**src/rtl/demux_stream_sched.sv**
```systemverilog
// demux_stream_sched
//   Scheduler for a 1-to-4 stream demux. Each beat accepted on the single
//   valid/ready input is steered to one output channel. The channel comes
//   from a round-robin scan over the enabled channels (mode=0) or from the
//   per-beat destination field (mode=1). A single registered output stage
//   holds the beat until the selected channel accepts it.
//
// Ports
//   clk, rst    clock (rising edge) and synchronous active-high reset
//   mode        0 = round-robin, 1 = direct (in_dest selects the channel)
//   chan_en     per-channel enable mask
//   in_valid / in_ready / in_data / in_dest   input stream
//   out_valid   one-hot valid, bit i = channel i
//   out_ready   per-channel ready; only the bit of the held channel is used
//   out_data    data shared by all channels, qualified by out_valid
//   out_sel     channel index of the held beat
//   drop        one-cycle pulse when a direct-mode beat to a disabled
//               channel is discarded
//
// Optional build macro DEMUX_SCHED_CNT_EN adds per-channel 16-bit saturating
// transfer counters with ports cnt_sel (read select), cnt_clr (clear all) and
// cnt_val (registered count of channel cnt_sel).

module demux_stream_sched #(
    parameter int unsigned DATA_W = 8,
    parameter int unsigned NUM_CH = 4
) (
    input  logic              clk,
    input  logic              rst,
    input  logic              mode,
    input  logic [NUM_CH-1:0] chan_en,
    input  logic              in_valid,
    output logic              in_ready,
    input  logic [DATA_W-1:0] in_data,
    input  logic [1:0]        in_dest,
    output logic [NUM_CH-1:0] out_valid,
    input  logic [NUM_CH-1:0] out_ready,
    output logic [DATA_W-1:0] out_data,
    output logic [1:0]        out_sel,
    output logic              drop
`ifdef DEMUX_SCHED_CNT_EN
    ,
    input  logic [1:0]        cnt_sel,
    input  logic              cnt_clr,
    output logic [15:0]       cnt_val
`endif
);

    typedef enum logic {
        IDLE = 1'b0,
        HOLD = 1'b1
    } state_t;

    state_t            state_q, state_d;
    logic [1:0]        sel_q, sel_d;
    logic [DATA_W-1:0] data_q, data_d;
    logic [1:0]        rr_q, rr_d;
    logic              drop_q, drop_d;

    logic       xfer_out;
    logic       slot_free;
    logic       target_ok;
    logic       accept;
    logic       load;
    logic       discard;
    logic [1:0] grant;
    logic [1:0] scan_idx;
    logic       found;

    // Round-robin scan starting at rr_q; 2-bit index wraps modulo 4.
    always_comb begin
        grant    = rr_q;
        scan_idx = '0;
        found    = 1'b0;
        for (int unsigned k = 0; k < NUM_CH; k++) begin
            scan_idx = rr_q + 2'(k);
            if (!found && chan_en[scan_idx]) begin
                grant = scan_idx;
                found = 1'b1;
            end
        end
    end

    // Output slot can take a new beat when empty or when the held beat
    // leaves this cycle, giving back-to-back transfers with no bubble.
    assign xfer_out  = (state_q == HOLD) && out_ready[sel_q];
    assign slot_free = (state_q == IDLE) || out_ready[sel_q];
    assign target_ok = mode ? 1'b1 : (|chan_en);
    assign in_ready  = slot_free && target_ok;
    assign accept    = in_valid && in_ready;
    assign load      = accept && (!mode || chan_en[in_dest]);
    assign discard   = accept && mode && !chan_en[in_dest];

    always_comb begin
        state_d = state_q;
        sel_d   = sel_q;
        data_d  = data_q;
        rr_d    = rr_q;
        drop_d  = discard;
        if (load) begin
            state_d = HOLD;
            data_d  = in_data;
            if (mode) begin
                sel_d = in_dest;
            end else begin
                sel_d = grant;
                rr_d  = grant + 2'd1;
            end
        end else if (xfer_out) begin
            state_d = IDLE;
        end
    end

    always_ff @(posedge clk) begin
        if (rst) begin
            state_q <= IDLE;
            sel_q   <= '0;
            data_q  <= '0;
            rr_q    <= '0;
            drop_q  <= 1'b0;
        end else begin
            state_q <= state_d;
            sel_q   <= sel_d;
            data_q  <= data_d;
            rr_q    <= rr_d;
            drop_q  <= drop_d;
        end
    end

    assign out_valid = (state_q == HOLD) ? (NUM_CH'(1) << sel_q) : '0;
    assign out_data  = data_q;
    assign out_sel   = sel_q;
    assign drop      = drop_q;

`ifdef DEMUX_SCHED_CNT_EN
    logic [15:0] cnt_q [NUM_CH];
    logic [15:0] cnt_val_q;

    always_ff @(posedge clk) begin
        if (rst || cnt_clr) begin
            for (int unsigned i = 0; i < NUM_CH; i++) begin
                cnt_q[i] <= '0;
            end
        end else if (xfer_out && (cnt_q[sel_q] != '1)) begin
            cnt_q[sel_q] <= cnt_q[sel_q] + 16'd1;
        end
    end

    always_ff @(posedge clk) begin
        if (rst) begin
            cnt_val_q <= '0;
        end else begin
            cnt_val_q <= cnt_q[cnt_sel];
        end
    end

    assign cnt_val = cnt_val_q;
`endif

endmodule
```
**config.mk**
```make
export PLATFORM = sky130hd
export DESIGN_NAME = demux_stream_sched
export DESIGN_NICKNAME = d
export VERILOG_FILES = /design/src/rtl/demux_stream_sched.sv
export SDC_FILE = /design/constraint.sdc
export NUM_CORES = 1
export LEC_CHECK = 0
export BUFFER_PORTS_ARGS = -buffer_cell sky130_fd_sc_hd__buf_2
export CORE_MARGIN = 2
export CORE_UTILIZATION = 29
export CTS_CLUSTER_DIAMETER = 80
export DETAILED_ROUTE_END_ITERATION = 12
export HOLD_SLACK_MARGIN = 0.15
export SYNTH_ARGS = -nofsm -noshare
export SYNTH_HDL_FRONTEND = slang
export SYNTH_SLANG_ARGS = --single-unit
```
**constraint.sdc**
```tcl
create_clock -name clk -period 1.7 [get_ports clk]
set_input_delay 0.255 -clock clk [delete_from_list [all_inputs] [get_ports clk]]
set_output_delay 0.255 -clock clk [all_outputs]
set_load 0.01 [all_outputs]
```
==> impl_metrics.env, run 1 <==
export IMPL_arrival_ps=1470
export IMPL_fin_util_pct=44.99
export IMPL_async_reset_ff_share_pct=0
export IMPL_antenna_found_initial=0
export IMPL_multi_input_area_um2=495.5
export IMPL_crit_fanout=5
export IMPL_drc=0
export IMPL_critPathLaunchType="flip-flop"
export IMPL_cts_tree="done"
export IMPL_status="finished with violations"
export IMPL_synth_cells=86
export IMPL_cts_root_buf="clkbuf_4"
export IMPL_cap_violations=0
export IMPL_drt_initial_drc_count=25
export IMPL_hold_viol=0
export IMPL_crit_type="reg -> out"
export IMPL_reg2regPathDepth=7
export IMPL_crit_end="in_ready"
export IMPL_final_max_slew_violation_count=0
export IMPL_htree_levels=1
export IMPL_diodes=0
export IMPL_via_count=798
export IMPL_die_y_um=56.05
export IMPL_cp_depth=5
export IMPL_r2r_slack_ps=30
export IMPL_numPortBuffers=37
export IMPL_cts_hold_buf=0
export IMPL_finalClockSkew_ps=2.070
export IMPL_grt_pass1_wl_mm=2.939
export IMPL_slew_headroom_pct=70.15
export IMPL_core_area_um2=2522
export IMPL_finalCritPeriodShare_pct=101.2
export IMPL_synth_distinct_cells=32
export IMPL_cts_clk_slew_worst_paths_ps=90
export IMPL_seq_area_um2=281.5
export IMPL_ant_nets=0
export IMPL_synth_top_area_cell="dfxtp_1"
export IMPL_cpPeakStageDelay_ps=340
export IMPL_nNetsFinal=157
export IMPL_place_hpwl_mm=1.430
export IMPL_cts_max_path_buffers=2
export IMPL_start_util_pct=31.15
export IMPL_fin_setup_tns_ps=-20.87
export IMPL_synth_ff_type="dfxtp_1"
export IMPL_syn_area_um2=785.8
export IMPL_rows=18
export IMPL_drtPass1Iterations=4
export IMPL_powerDensity_nw_per_um2=781.8
export IMPL_area_growth_pct=44.43
export IMPL_violations="setup timing"
export IMPL_p_leak_nw=0.5592
export IMPL_synth_area_per_cell_um2=9.137
export IMPL_die_w_um=56.05
export IMPL_ys_top_cells_by_area="dfxtp_1, mux2i_1, nor2_1, nor4b_4, a211oi_4"
export IMPL_ys_seq_area_share_pct=35.67
export IMPL_critPathSlowestCell="dfxtp_2"
export IMPL_ys_warn_count=0
export IMPL_cts_buffers=3
export IMPL_cts_sinks=14
export IMPL_fmax_mhz=581.1
export IMPL_critPathBufInv=1
export IMPL_grt_use_total_pct=11.49
export IMPL_grt_overflow=0
export IMPL_critPathRequiredTime_ps=1440
export IMPL_worstReg2RegStart="out_sel[0]"
export IMPL_routabilityCongestion=0.7544
export IMPL_rr_endpoint="out_data[1]"
export IMPL_insertion_delay_ps=280
export IMPL_die_area_um2=3142
export IMPL_setup_ws_ps=-20.87
export IMPL_n_fill_cell=257
export IMPL_path_cells="and2b_4 -> a211oi_4 -> or2_4 -> a31oi_1 -> buf_2"
export IMPL_synth_seq_cells=14
export IMPL_synth_top_area_share_pct=35.67
export IMPL_synth_edf_count=0
export IMPL_grt_max_degree=15
export IMPL_tightest_slew_ps=445.8
export IMPL_setup_violations_final=1
export IMPL_wl_per_cell_um=11.68
export IMPL_drive_gt1_share_pct=46.27
export IMPL_crit_family="simple AND/OR/NAND/NOR gates"
export IMPL_vdd_drop_max_mv=0.6285
export IMPL_grt_pass1_vias=734
export IMPL_postSynthNetCount=108
export IMPL_drt_wl_total_mm=1.916
export IMPL_rsz0062_at_grt="yes"
export IMPL_fin_total_pwr_uw=887.2
export IMPL_min_period_ps=1721
export IMPL_viasPerCell=4.866
export IMPL_cp_startpoint="out_sel[0]"
export IMPL_end_kind="output port"
export IMPL_ios=38
export IMPL_min_path_type="in -> reg"
-- cell usage in the layout (no fill, tap or decap) --
cell       netlist  final
a31o_2           0      1
buf_2            0     37
nor4_4           0      1
o21ai_0          2      2
and2b_4          1      1
mux2_2           1      1
inv_1            5      5
clkbuf_8         0      1
nor3_1           4      4
nor4b_4          1      2
o221ai_1         1      1
o211a_1          2      2
buf_4            0      8
xnor2_1          1      1
and3_1           1      1
dfxtp_1         14     13
a2bb2oi_1        1      1
nor3b_1          1      1
dfxtp_2          0      1
clkbuf_4         0      3
and3_2           1      1
a21oi_1          4      4
buf_12           0      1
o21a_1           1      1
nand2_1          3      3
a31oi_1          2      2
a211oi_4         1      1
mux2i_1         11     11
a211oi_1         1      1
or2_4            0      1
a311oi_1         1      1
nor2b_2          1      1
nor2_1          16     16
or2b_4           0      1
nor2b_1          2      2
-- state kept, by name, summed over array words and instances, names as in the netlist --
signal,flops
drop,1
out_data,8
out_sel,2
rr_q,2
state_q,1
-- synthesized netlist by cell type (2+ instances only) --
library cell / instances
mux2i_1: 11
a21oi_1: 4
inv_1: 5
nand2_1: 3
dfxtp_1: 14
nor2b_1: 2
o21ai_0: 2
a31oi_1: 2
o211a_1: 2
nor3_1: 4
nor2_1: 16
-- power breakdown --
part | internal, mW | switching, mW
combinational | 0.141 | 0.132
clock | 0.130 | 0.110
sequential | 0.355 | 0.0184
total | 0.627 | 0.260
-- how the worst min path moves through the flow --
stage / cells after the start / startpoint / endpoint
after floorplan: 1 / rst / out_sel[0]
after global placement: 2 / out_data[7] / out_data[7]
after detailed placement: 2 / out_data[7] / out_data[7]
after CTS: 3 / in_data[2] / out_data[2]
after global routing: 3 / in_data[5] / out_data[5]
final: 3 / in_data[2] / out_data[2]
-- cell families after synthesis --
logic type	synth area share, %
buffers and inverters	4.299
and+or+nand+nor	26.59
muxes	15.45
DFF	35.67
AOI/OAI and AO/OA	16.88
xor gates and xnor gates	1.115
-- worst register-to-register path: cells and delay by family (launching register included) --
family	cells	cell delay, ps
AO/OA/AOI/OAI	1	260
buffers and inverters	2	310
flip-flops	1	340
multiplexers	2	320
AND/OR/NAND/NOR	2	330
-- repair_timing --
item / in CTS / in global routing
resized for setup: 1 / 4
setup buffers: 2 / 0
setup endpoints to repair: 1 / 12
pin swaps: 3 / 1
-- metal layers --
layer / up-vias / GRT usage (%) / share of wire [%]
met3: 0 / 3.023 / 7.4
met1: 362 / 14.01 / 43
met4: 0 / 3.401 / 0
met5: - / 0 / 0
met2: 33 / 19.66 / 49
li1: 403 / - / -
-- area by class of cell --
type | count | share of cell area [%]
Inverter | 5 | 1.654
Sequential cell | 14 | 24.81
Clock buffer | 4 | 3.197
Timing Repair Buffer | 46 | 23.37
Multi-Input combinational cell | 65 | 43.66
Tap cell | 30 | 3.308
-- through the flow --
step	area, um2	hold slack [ps]	instances	worst slack [ps]
after CTS	1114	203.9	164	-21.23
after detailed placement	1060	477.0	158	42.99
after global routing	1135	220.6	164	-75.25
after floorplan	787.0	325.6	86	67.38
after global placement	1060	474.7	158	58.17
final	1135	212.1	164	-20.87
Power figures use the tool's default switching activity.
==> run 2: changes to the inputs <==
Settings changed: SKIP_CTS_REPAIR_TIMING set to 1.
==> impl_metrics.env, run 2 (synthesis gave the netlist of run 1 again) <==
export IMPL_routabilityCongestion=0.7544
export IMPL_largest_reg_flops=8
export IMPL_drt_wl_total_mm=1.865
export IMPL_slew_headroom_pct=62.36
export IMPL_layout_commonest_cell="buf_2"
export IMPL_critPathLaunchType="flip-flop"
export IMPL_fin_setup_tns_ps=-56.84
export IMPL_numPortBuffers=37
export IMPL_grt_overflow=0
export IMPL_placed_cells=158
export IMPL_drt_initial_drc_count=23
export IMPL_die_y_um=56.05
export IMPL_vdd_drop_max_mv=0.6274
export IMPL_htree_levels=1
export IMPL_arrival_ps=1500
export IMPL_cts_tree="done"
export IMPL_ant_nets=0
export IMPL_cpPeakStageDelay_ps=340
export IMPL_grt_use_total_pct=11.30
export IMPL_grt_pass1_wl_mm=2.884
export IMPL_rows=18
export IMPL_final_cells=165
export IMPL_violations="setup timing"
export IMPL_setup_ws_ps=-56.84
export IMPL_status="finished with violations"
export IMPL_end_kind="output port"
export IMPL_timing_hold_ws_ps=214.0
export IMPL_powerDensity_nw_per_um2=781.9
export IMPL_fin_area_um2=1132
export IMPL_drtPass1Iterations=4
export IMPL_nNetsFinal=158
export IMPL_setup_violations_final=1
export IMPL_insertion_delay_ps=280
export IMPL_ios=38
export IMPL_antenna_found_initial=0
export IMPL_tightest_slew_ps=563.1
export IMPL_cts_max_path_buffers=2
export IMPL_drive_gt1_share_pct=47.41
export IMPL_seq_area_um2=282.8
export IMPL_cts_buffers=3
export IMPL_grt_max_degree=15
export IMPL_place_area_um2=1060
export IMPL_viasPerCell=4.752
export IMPL_cap_violations=0
export IMPL_final_max_slew_violation_count=0
export IMPL_start_util_pct=31.15
export IMPL_cts_root_buf="clkbuf_4"
export IMPL_rsz0062_at_grt="yes"
export IMPL_die_w_um=56.05
export IMPL_via_count=784
export IMPL_mostFrequentLayoutCells="buf_2, nor2_1, dfxtp_1"
export IMPL_wl_per_cell_um=11.30
export IMPL_dp_slack_ps=42.99
export IMPL_min_period_ps=1757
export IMPL_p_leak_nw=0.5594
export IMPL_hold_viol=0
export IMPL_place_hpwl_mm=1.430
export IMPL_path_cells="or2b_4 -> a211oi_4 -> or2_4 -> a31oi_1 -> buf_2"
export IMPL_grt_pass1_vias=728
export IMPL_diodes=0
export IMPL_critPathSlowestCell="dfxtp_2"
export IMPL_die_area_um2=3142
export IMPL_drc=0
export IMPL_min_path_type="in -> reg"
export IMPL_n_fill_cell=256
export IMPL_cts_clk_slew_worst_paths_ps=80
export IMPL_core_area_um2=2522
export IMPL_critPathRequiredTime_ps=1440
export IMPL_crit_type="reg -> out"
export IMPL_finalClockSkew_ps=2.092
export IMPL_cts_sinks=14
export IMPL_multi_input_area_um2=484.2
export IMPL_crit_fanout=4
export IMPL_area_growth_pct=44.11
export IMPL_fmax_mhz=569.2
export IMPL_finalCritPeriodShare_pct=103.3
## run 2: path summary, 6_finish.rpt
| kind | slack [ps] | end | startpoint | cells after the start |
|---|---|---|---|---|
| min reg2reg | 510 | out_data[7] | out_data[7] | 2 |
| min | 210 | out_data[5] | in_data[5] | 3 |
| max reg2reg | 50 | out_data[1] | out_sel[0] | 7 |
| max | -60 | in_ready | state_q | 5 |
## run 2: through the flow
step,power [mW],util [%]
finish,0.8854,44.89
global route,0.9353,44.89
CTS,0.8769,43.45
detailed placement,0.6369,42.01
global placement,0.6344,42.01
floorplan,0.5299,-
## run 2: critical path, delay by kind of cell, from the launching register on
| family | cells | cell delay [ps] |
|---|---|---|
| and+or+nand+nor | 2 | 450 |
| AOI/OAI and AO/OA | 2 | 290 |
| DFF | 1 | 340 |
| buffers and inverters | 1 | 140 |
## run 2: area by class of cell
class / instances / area share, %
multi-input combinational: 65 / 42.76
sequential: 14 / 24.97
timing repair buffer: 47 / 24.09
tap: 30 / 3.315
clock buffer: 4 / 3.204
inverter: 5 / 1.657
## run 2: report_power, final
part           switching [mW]  internal (mW)  total [mW]
clock                   0.109          0.130       0.239
combinational           0.130          0.142       0.272
sequential             0.0186          0.356       0.374
total                   0.257          0.628       0.885
## run 2: metal layers
metal	part of all wire, %	track usage [%]	up-vias
met5	0	0	-
met4	0	3.401	0
met3	7.5	3.023	0
met2	48	19.50	33
met1	44	13.59	344
li1	-	-	407
==> run 3: changes to the inputs <==
Clock period 1.7 ns to 1.82 ns, I/O delays scaled along.
==> impl_metrics.env, run 3 (synthesis gave the netlist of run 1 again) <==
export IMPL_status="finished clean"
export IMPL_area_growth_pct=39.81
export IMPL_drt_initial_drc_count=10
export IMPL_dp_slack_ps=137.7
export IMPL_grt_use_total_pct=11.06
export IMPL_fmax_mhz=580.9
export IMPL_worstReg2RegStart="out_sel[0]"
export IMPL_setup_violations_final=0
export IMPL_crit_type="reg -> out"
export IMPL_r2r_slack_ps=190
export IMPL_cts_clk_slew_worst_paths_ps=80
export IMPL_ios=38
export IMPL_die_w_um=56.05
export IMPL_hold_start="in_data[1]"
export IMPL_hold_path_end="out_data[1]"
export IMPL_finalCritPeriodShare_pct=94.59
export IMPL_start_util_pct=31.15
export IMPL_end_kind="output port"
export IMPL_crit_fanout=4
export IMPL_critPathSlowestCell="dfxtp_1"
export IMPL_diodes=0
export IMPL_grt_pass1_vias=708
export IMPL_tightest_slew_ps=390.9
export IMPL_drive_gt1_share_pct=43.94
export IMPL_numPortBuffers=37
export IMPL_timing_hold_ws_ps=234.4
export IMPL_n_fill_cell=266
export IMPL_rows=18
export IMPL_crit_family="simple AND/OR/NAND/NOR gates"
export IMPL_place_hpwl_mm=1.406
export IMPL_reg2regPathDepth=7
export IMPL_fin_setup_tns_ps=0
export IMPL_critPathRequiredTime_ps=1550
export IMPL_final_cells=162
export IMPL_min_period_ps=1721
export IMPL_nNetsFinal=155
export IMPL_die_y_um=56.05
export IMPL_multi_input_area_um2=474.2
export IMPL_ant_nets=0
export IMPL_via_count=757
export IMPL_cts_sinks=14
export IMPL_placed_cells=156
export IMPL_grt_overflow=0
export IMPL_drt_wl_total_mm=1.818
export IMPL_fin_total_pwr_uw=803.9
export IMPL_rr_endpoint="out_data[4]"
export IMPL_cts_root_buf="clkbuf_4"
export IMPL_insertion_delay_ps=270
export IMPL_place_area_um2=1044
export IMPL_grt_max_degree=15
export IMPL_finalClockSkew_ps=1.535
export IMPL_largest_reg_flops=8
export IMPL_whs_path_depth=3
export IMPL_powerDensity_nw_per_um2=731.8
export IMPL_htree_levels=1
export IMPL_grt_pass1_wl_mm=2.904
export IMPL_cts_tree="done"
export IMPL_path_cells="or2b_1 -> a211oi_4 -> or2_4 -> a31oi_1 -> buf_2"
export IMPL_cts_max_path_buffers=2
export IMPL_routabilityCongestion=0.7028
export IMPL_drc=0
export IMPL_drtPass1Iterations=4
export IMPL_setup_ws_ps=98.50
export IMPL_antenna_found_initial=0
export IMPL_slew_headroom_pct=73.73
export IMPL_wl_per_cell_um=11.22
export IMPL_arrival_ps=1450
export IMPL_fin_area_um2=1099
export IMPL_die_area_um2=3142
export IMPL_mostFrequentLayoutCells="buf_2, nor2_1, dfxtp_1"
export IMPL_viasPerCell=4.673
export IMPL_hold_viol=0
export IMPL_fin_util_pct=43.55
export IMPL_seq_area_um2=281.5
export IMPL_cts_buffers=3
export IMPL_critPathBufInv=1
export IMPL_min_path_type="in -> reg"
export IMPL_cap_violations=0
export IMPL_p_leak_nw=0.5419
export IMPL_core_area_um2=2522
export IMPL_vdd_drop_max_mv=0.3823
export IMPL_critPathLaunchType="flip-flop"
export IMPL_final_max_slew_violation_count=0
export IMPL_rsz0062_at_grt="no"
export IMPL_cpPeakStageDelay_ps=330
export IMPL_layout_commonest_cell="buf_2"
run 3: cell types whose count changed in the layout (fill, tap and decap cells not counted):
cell      before  now
dfxtp_1       12   13
buf_4          9    6
a311oi_2       1    0
or2b_4         1    0
a311oi_1       0    1
dfxtp_2        2    1
or2b_1         0    1
run 3: layout make-up:
| type | count | area share (%) |
|---|---|---|
| Multi-Input combinational cell | 65 | 43.17 |
| Sequential cell | 14 | 25.63 |
| Inverter | 5 | 1.708 |
| Tap cell | 30 | 3.417 |
| Timing Repair Buffer | 44 | 22.78 |
| Clock buffer | 4 | 3.303 |
run 3: routing by layer:
metal	global-route usage (%)	vias to the layer above	routed length, um
met1	13.73	339	831
met2	18.32	21	849
li1	-	397	-
met5	0	-	0
met3	4.186	0	138
met4	2.041	0	0
run 3: worst max path at each step:
stage,startpoint,endpoint,slack [ps],cells past startpoint
2_1_floorplan,out_sel[0],out_data[0],60,6
3_3_place_gp,in_dest[0],out_data[0],190,7
3_5_place_dp,in_dest[0],out_data[4],140,7
4_1_cts,state_q,in_ready,-100,5
5_1_grt,state_q,in_ready,20,5
6_report,state_q,in_ready,100,5
run 3: tightest hold or removal path: cells and delay by family:
family / cells / cell delay (ps)
simple gates: 1 / 70
mux: 1 / 50
buf+inv: 1 / 70
run 3: report_power, final:
group	internal, mW	total, mW	switching, mW	leakage [nW]
Combinational	0.121	0.239	0.118	0.405
Clock	0.121	0.217	0.0960	0.0210
Sequential	0.332	0.347	0.0155	0.115
Total	0.575	0.804	0.229	0.542
